### config.mk
export PLATFORM = sky130hd
export DESIGN_NAME = instruction_fetch_controller
export DESIGN_NICKNAME = d
export VERILOG_FILES = /design/src/rtl/instruction_fetch_controller_pkg.sv /design/src/rtl/pc_update_unit.sv /design/src/rtl/instruction_fetch_controller.sv
export SDC_FILE = /design/constraint.sdc
export NUM_CORES = 1
export LEC_CHECK = 0
export CORE_MARGIN = 1.5
export CORE_UTILIZATION = 52
export CTS_CLUSTER_DIAMETER = 120
export DETAILED_ROUTE_END_ITERATION = 12
export PLACE_DENSITY = 0.92
export SLEW_MARGIN = 20
export SYNTH_ARGS = -nofsm -noshare
export SYNTH_HDL_FRONTEND = slang
export SYNTH_HIERARCHICAL = 1
export SYNTH_SLANG_ARGS = --single-unit
### constraint.sdc
create_clock -name CLK -period 4.35 [get_ports CLK]
set_input_delay 0.6525 -clock CLK [delete_from_list [all_inputs] [get_ports CLK]]
set_output_delay 0.6525 -clock CLK [all_outputs]
set_load 0.02 [all_outputs]
### src/rtl/instruction_fetch_controller_pkg.sv
// Shared definitions for the instruction fetch controller.
// Holds the fetch FSM state type, the PC step, the default reset PC and the
// instruction word width.
package instruction_fetch_controller_pkg;

  // Fetch sequencer states.
  typedef enum logic [1:0] {
    StIdle  = 2'd0,
    StReq   = 2'd1,
    StHold  = 2'd2,
    StDrain = 2'd3
  } fetch_state_e;

  localparam int unsigned InstrW         = 32;
  localparam logic [31:0] PcIncr         = 32'd4;
  localparam logic [31:0] DefaultResetPc = 32'h0000_0000;

endpackage

### src/rtl/pc_update_unit.sv
// Program counter register with its next-PC selection.
// Ports:
//   clk_i     rising-edge clock
//   rst_i     asynchronous active-high reset, loads ResetPc
//   incr_i    advance the PC by one instruction word
//   load_i    load target_i (word aligned); wins over incr_i
//   target_i  byte target address, bits [1:0] are cleared
//   pc_o      current byte PC
module pc_update_unit
  import instruction_fetch_controller_pkg::*;
#(
  parameter logic [31:0] ResetPc = DefaultResetPc
) (
  input  logic        clk_i,
  input  logic        rst_i,
  input  logic        incr_i,
  input  logic        load_i,
  input  logic [31:0] target_i,
  output logic [31:0] pc_o
);

  logic [31:0] pc_q, pc_d;

  always_comb begin
    pc_d = pc_q;
    if (load_i) begin
      pc_d = target_i & ~32'd3;
    end else if (incr_i) begin
      pc_d = pc_q + PcIncr;  // wraps mod 2^32
    end
  end

  always_ff @(posedge clk_i or posedge rst_i) begin
    if (rst_i) begin
      pc_q <= ResetPc;
    end else begin
      pc_q <= pc_d;
    end
  end

  assign pc_o = pc_q;

endmodule

### src/rtl/instruction_fetch_controller.sv
// Instruction fetch sequencer: owns the PC, runs a req/ready handshake to the
// instruction memory and presents fetched instructions to decode, honouring
// stall and branch/jump redirect (including squashing an in-flight fetch).
// Ports:
//   CLK, RESET                clock / asynchronous active-high reset
//   stall                     decode not accepting; hold current instruction
//   redirect, redirect_target taken branch/jump and its byte target
//   imem_req, imem_addr       fetch request and word address to memory
//   imem_ready, imem_rdata    memory response
//   instruction_out, pc_out   fetched instruction and its byte PC
//   instr_valid               instruction_out/pc_out valid
//   flush                     one-cycle pulse when a redirect is accepted
module instruction_fetch_controller
  import instruction_fetch_controller_pkg::*;
#(
  parameter int unsigned ADDR_W   = 8,
  parameter logic [31:0] RESET_PC = DefaultResetPc
) (
  input  logic              CLK,
  input  logic              RESET,
  input  logic              stall,
  input  logic              redirect,
  input  logic [31:0]       redirect_target,
  output logic              imem_req,
  output logic [ADDR_W-1:0] imem_addr,
  input  logic              imem_ready,
  input  logic [31:0]       imem_rdata,
  output logic [InstrW-1:0] instruction_out,
  output logic [31:0]       pc_out,
  output logic              instr_valid,
  output logic              flush
);

  fetch_state_e      state_q, state_d;
  logic [31:0]       pc;
  logic              pc_incr, pc_load;
  logic [ADDR_W-1:0] pc_addr;
  // Address of a request squashed by redirect; re-presented until it completes.
  logic [ADDR_W-1:0] drain_addr_q, drain_addr_d;
  logic [InstrW-1:0] instr_q, instr_d;
  logic [31:0]       pc_out_q, pc_out_d;
  logic              valid_q, valid_d;
  logic              flush_q, flush_d;

  pc_update_unit #(
    .ResetPc (RESET_PC)
  ) u_pc_update_unit (
    .clk_i    (CLK),
    .rst_i    (RESET),
    .incr_i   (pc_incr),
    .load_i   (pc_load),
    .target_i (redirect_target),
    .pc_o     (pc)
  );

  assign pc_addr = pc[ADDR_W+1:2];

  always_comb begin
    state_d      = state_q;
    drain_addr_d = drain_addr_q;
    instr_d      = instr_q;
    pc_out_d     = pc_out_q;
    valid_d      = valid_q;
    flush_d      = 1'b0;
    pc_incr      = 1'b0;
    pc_load      = 1'b0;
    imem_req     = 1'b0;
    imem_addr    = pc_addr;

    unique case (state_q)
      StIdle: begin
        // Redirect is ignored here.
        state_d = StReq;
      end
      StReq: begin
        imem_req = 1'b1;
        if (redirect) begin
          pc_load = 1'b1;
          valid_d = 1'b0;
          flush_d = 1'b1;
          if (!imem_ready) begin
            // Memory still owes us a response for the old address.
            drain_addr_d = pc_addr;
            state_d      = StDrain;
          end
        end else if (imem_ready) begin
          instr_d  = imem_rdata;
          pc_out_d = pc;
          valid_d  = 1'b1;
          pc_incr  = 1'b1;
          state_d  = stall ? StHold : StReq;
        end else if (!stall) begin
          valid_d = 1'b0;
        end
      end
      StHold: begin
        if (redirect) begin
          pc_load = 1'b1;
          valid_d = 1'b0;
          flush_d = 1'b1;
          state_d = StReq;
        end else if (!stall) begin
          // Consumed; refetch starts next cycle, leaving one bubble.
          valid_d = 1'b0;
          state_d = StReq;
        end
      end
      StDrain: begin
        imem_req  = 1'b1;
        imem_addr = drain_addr_q;
        if (redirect) begin
          pc_load = 1'b1;
          valid_d = 1'b0;
          flush_d = 1'b1;
        end else if (imem_ready) begin
          // Returned data belongs to the squashed path; drop it.
          state_d = StReq;
        end
      end
      default: state_d = StIdle;
    endcase
  end

  always_ff @(posedge CLK or posedge RESET) begin
    if (RESET) begin
      state_q      <= StIdle;
      drain_addr_q <= '0;
      instr_q      <= '0;
      pc_out_q     <= '0;
      valid_q      <= 1'b0;
      flush_q      <= 1'b0;
    end else begin
      state_q      <= state_d;
      drain_addr_q <= drain_addr_d;
      instr_q      <= instr_d;
      pc_out_q     <= pc_out_d;
      valid_q      <= valid_d;
      flush_q      <= flush_d;
    end
  end

  assign instruction_out = instr_q;
  assign pc_out          = pc_out_q;
  assign instr_valid     = valid_q;
  assign flush           = flush_q;

endmodule

---- Word level (Yosys, flattened, before mapping) ----
Index checks and enable logic that the tools add are counted.
operators by class
  $add $sub $neg .......................... 1
  equal/unequal tests ..................... 9
  multiplexer cells ....................... 24
  bitwise logic cells ..................... 2
  reduce and logical (&&, ||, !) cells .... 9
operators by type and width
  kind                                                              number
  32-bit two-way mux                                                2
  32-bit by 3-bit adder with 32-bit output (second input constant)  1
  2-bit two-way mux                                                 8
  1-bit two-way mux                                                 11
  3-bit != test (second input constant)                             3
  8-bit two-way mux                                                 1
  2-bit case mux with 4 select lines                                1
  2-bit != test (second input constant)                             3
  3-bit AND reduction                                               2
  5-bit AND reduction                                               1
  2-bit == test (second input constant)                             2
  1-bit case mux with 3 select lines                                1
  3-bit nonzero test                                                1
  3-bit OR reduction                                                1
  2-bit by 1-bit == test with 1-bit output (second input constant)  1
  2-bit zero test                                                   1
  1-bit inverter                                                    2
  2-bit AND reduction                                               1
  2-bit nonzero test                                                1
  2-bit OR reduction                                                1
storage, ports and cells
  logic and storage cells ................. 52
  input port bits ......................... 69
  output and inout bits ................... 75
  flip-flop bits (word level) ............. 108

---- Depth between registers and ports, before layout ----
  word-level depth ........................ 5
  gate-level depth with buffers ........... 10
  gate-level depth less buffers ........... 6

---- Modules after synthesis ----
The synthesis kept the hierarchy.
modules (own cells, without submodules)
  module                        times used  cells each  area an instance (um2)  seq. area each (um2)
  instruction_fetch_controller  1           184         3184.3                  1901.8
  pc_update_unit                1           197         1788.0                  750.7

---- Worst setup path after synthesis ----
OpenSTA, ideal clock, no wires.
  kind .................................... input port to flip-flop
  start point ............................. input port redirect
  end point ............................... register u_pc_update_unit.pc_q[20], in the netlist u_pc_update_unit/pc_o[20]
  stages .................................. 9
  data arrival time ....................... 2.378 ns
  path buffers ............................ 3
  required time ........................... 4.281 ns
  slack ................................... 1.903 ns
  setup time .............................. 0.069 ns
  cells stage by stage .................... inv_1 and4_4 buf_6 buf_6 and4_2 nand4_4 buf_6 or4_1 nand3_1
between the ends
  word-level cells in the longest chain between the ends .. 3
  elaborated cells between the ends (all ways) .. 6
  classes of those cells .................. 5 x mux; 1 x reduce/logical
RTL lines
  what                                 RTL line                            text
  start, declared                      instruction_fetch_controller.sv:22  input logic redirect,
  1-bit two-way mux                    instruction_fetch_controller.sv:77  if (redirect) begin
  1-bit two-way mux                    instruction_fetch_controller.sv:70  unique case (state_q)
  net pc_incr                          instruction_fetch_controller.sv:36  logic pc_incr, pc_load;
  2-bit nonzero test (no source line)  --
  end signal, assigned                 pc_update_unit.sv:35                pc_q <= ResetPc;
  end signal, assigned                 pc_update_unit.sv:37                pc_q <= pc_d;
  end, declared                        pc_update_unit.sv:22                logic [31:0] pc_q, pc_d;
The timed path passes the listed nets, and every way through them passes these cells.
A chain may end at the register's enable or synchronous reset.

---- Final worst setup path ----
  start point ............................. input port redirect
  end point ............................... register u_pc_update_unit.pc_q[21], in the netlist u_pc_update_unit/pc_o[21]
between the ends
  word-level cells in the longest chain between the ends .. 3
  elaborated cells between the ends (all ways) .. 6
  classes of those cells .................. 5 x mux; 1 x reduce/logical
RTL lines
  what                                                      RTL line
  1-bit two-way mux (on tied branches)                      instruction_fetch_controller.sv:77, instruction_fetch_controller.sv:97, instruction_fetch_controller.sv:111
  1-bit two-way mux (on tied branches)                      --
  32-bit two-way mux or 2-bit nonzero test (tied branches)  --
Parallel ways exist; a longest one is shown, timed or not.

==> impl_metrics.yaml <==
die:
  pin_count: 144
  die_y_um: 101
  fp-row-count: 35
  dieArea_um2: 10200
  die_w_um: 101
  core_area_um2: 9240
  initial_core_util_pct: 53.8
setup_path:
  start_kind: "input pin"
  cp_max_fo: 28
  critPathArrivalTime_ps: 3340
  endpoint_kind: "flop"
  required_ps: 4640
  path_class: "input pin to flop"
  rrSetupSlack_ps: 1640
  r2r_cells: 5
  rr_startpoint: "state_q[0]"
  r2r_end: "u_pc_update_unit/pc_o[21]"
cells_and_area:
  drive_gt1_share_pct: 21.2
  layout_commonest_cell: "clkdlybuf4s50_1"
  stdcell_count: 649
  final_nets: 585
  final_cell_mix: "clkdlybuf4s50_1 (141), dfrtp_1 (106), mux2_4 (49)"
  synthToLayoutAreaGrowth_pct: 32.6
  n_antenna_cell: 0
  utilization_pct: 71.4
logic_synthesis:
  yosys_warnings: 6
  synthesis.area_um2: 4970
  yosysUniqueCellTypes: 42
  ys_seq_elements: 106
  synthTopCellsByArea: "dfrtp_1 (53%), mux2_4 (15%), mux2_2 (7.2%)"
  syn_avg_cell_area_um2: 13.1
  synth.yosys.seq_area_share_pct: 53.3
  yosys.area.top_type: "dfrtp_1"
  syn_inst: 381
  synth_top_area_share_pct: 53.3
global_route:
  grt_pass1_vias: 3761
  grt_max_degree: 44
  grt_usage_pct: 24.0
  overflow: 0
  antenna_found_initial: 0
  grt_pass1_wl_mm: 18.8
cts:
  cts_hold_buf: 0
  clk_latency_ps: 370
  cts-root-buf: "clkbuf_8"
  cts.sink_count: 106
  ctsLongestPathBuffers: 2
  cts_tree: "done"
  numCtsBuffers: 9
  cts_max_level: 3
  post-cts-setup-buffer-count: 0
  path_clk_slew_ps: 100
  cts_resized: 0
detailed_routing:
  drtPass1Iterations: 4
  vias_per_cell: 5.53
  num_vias: 3587
  wirelength_mm: 11.7
  post_drt_wl_per_cell_um: 18.1
  drtAntennaViolNets: 0
  drt_iter0_drc: 128
  drc: 0
placement:
  gp_congestion: 0.827
  placement.io_buffers: 141
  hpwl_mm: 8.20
  placedCellCount: 633
  place_ws_ps: 899
sta:
  drv_slew: 0
  fin_crit_sh_pct: 70.2
  slew_headroom_pct: 49.8
  worst_pin_slew_ps: 753
  period_minus_slack_ps: 3050
  rsz0062_at_grt: "false"
  fin_ws_ps: 1300
  setup-violations-final: 0
  fin_tns_setup_ps: 0
  max_freq_mhz: 328
  hold_viol: 0
  finalClockSkew_ps: 9.89
worst_hold_path:
  hold_class: "flop to flop"
  holdPathEnd: "instruction_out[18]"
  min_delay_path_depth: 1
  holdCritStartpoint: "instruction_out[18]"
run_status:
  outcome: "complete, no violations"
flow_run:
  cap_violations: 0
power:
  powerDensity_nw_per_um2: 503
  irDropWorstVdd_mv: 0.271
  total_leakage_power_nw: 2.73
-- cells by family after synthesis --
kind of cell | share of synthesized area, %
AO/OA/AOI/OAI | 5.79
XOR/XNOR | 2.29
adder cells (fa/ha/maj) | 0.453
buffers and inverters | 4.03
flip-flops | 53.3
multiplexers | 22.2
other | 0.0754
AND/OR/NAND/NOR | 11.8
-- sequential cells by signal, summed over array words and instances (netlist names) --
name and cells:
flush 1, instruction_out 32, state_q 2, instr_valid 1, pc_out 32, u_pc_update_unit/pc_o 30, drain_addr_q 8
-- synthesized netlist by cell type (all sizes together) --
master	n
xor2	10
nand2	30
and3	4
nand3	13
nand4	11
nor4	1
nor4b	1
or4b	2
mux2i	1
o21ai	20
nand2b	1
and2	1
o31ai	6
o31a	2
inv	6
nand3b	1
a31oi	11
mux2	81
xnor2	3
clkinv	1
ha	1
clkbuf	7
and4	8
or3	3
dfrtp	106
a32o	1
a22oi	1
o211ai	4
o41ai	1
or4	9
conb	1
buf	16
nor2	15
maj3	1
nand4b	1
-- area by class of cell --
type                            count  area (um2)
Fill cell                         620        2650
Sequential cell                   106        2650
Clock inverter                      6        47.5
Tap cell                          129         161
Multi-Input combinational cell    246        2130
Inverter                            7        27.5
Timing Repair Buffer              145        1440
Clock buffer                       10         138
-- where the power goes --
group	internal, mW	switching (mW)
registers	1.24	0.183
logic	0.742	0.563
clock network	0.231	0.353
total	2.21	1.10
-- how the worst max path moves through the flow --
stage / startpoint / end / slack, ps / cells after the start
after floorplan: RESET / drain_addr_q[0] / 1760 / 1
after global placement: redirect / u_pc_update_unit/pc_o[21] / 1010 / 7
after detailed placement: redirect / u_pc_update_unit/pc_o[29] / 900 / 7
after CTS: redirect / u_pc_update_unit/pc_o[21] / 1300 / 7
after global routing: redirect / u_pc_update_unit/pc_o[21] / 1120 / 7
final: redirect / u_pc_update_unit/pc_o[21] / 1300 / 7
-- routing by layer --
layer	track usage, %	wire length (um)
met2	41.5	6010
met3	4.30	605
met1	29.8	4910
met4	9.75	223
met5	0	0
-- metrics by stage --
step	power [mW]	instance area, um2	hold slack [ps]
detailed placement	2.75	6410	492
CTS	3.35	6590	519
global route	3.47	6590	533
floorplan	2.13	4980	477
finish	3.31	6590	517
global placement	2.70	6410	487
-- critical path, stage by stage --
cell	delay [ps]
clkdlybuf4s50_1	460
inv_1	150
and4_4	550
and4_1	500
nand4_4	290
or4b_1	570
a31oi_1	170
Note: power is estimated with default switching activity, not from simulation.
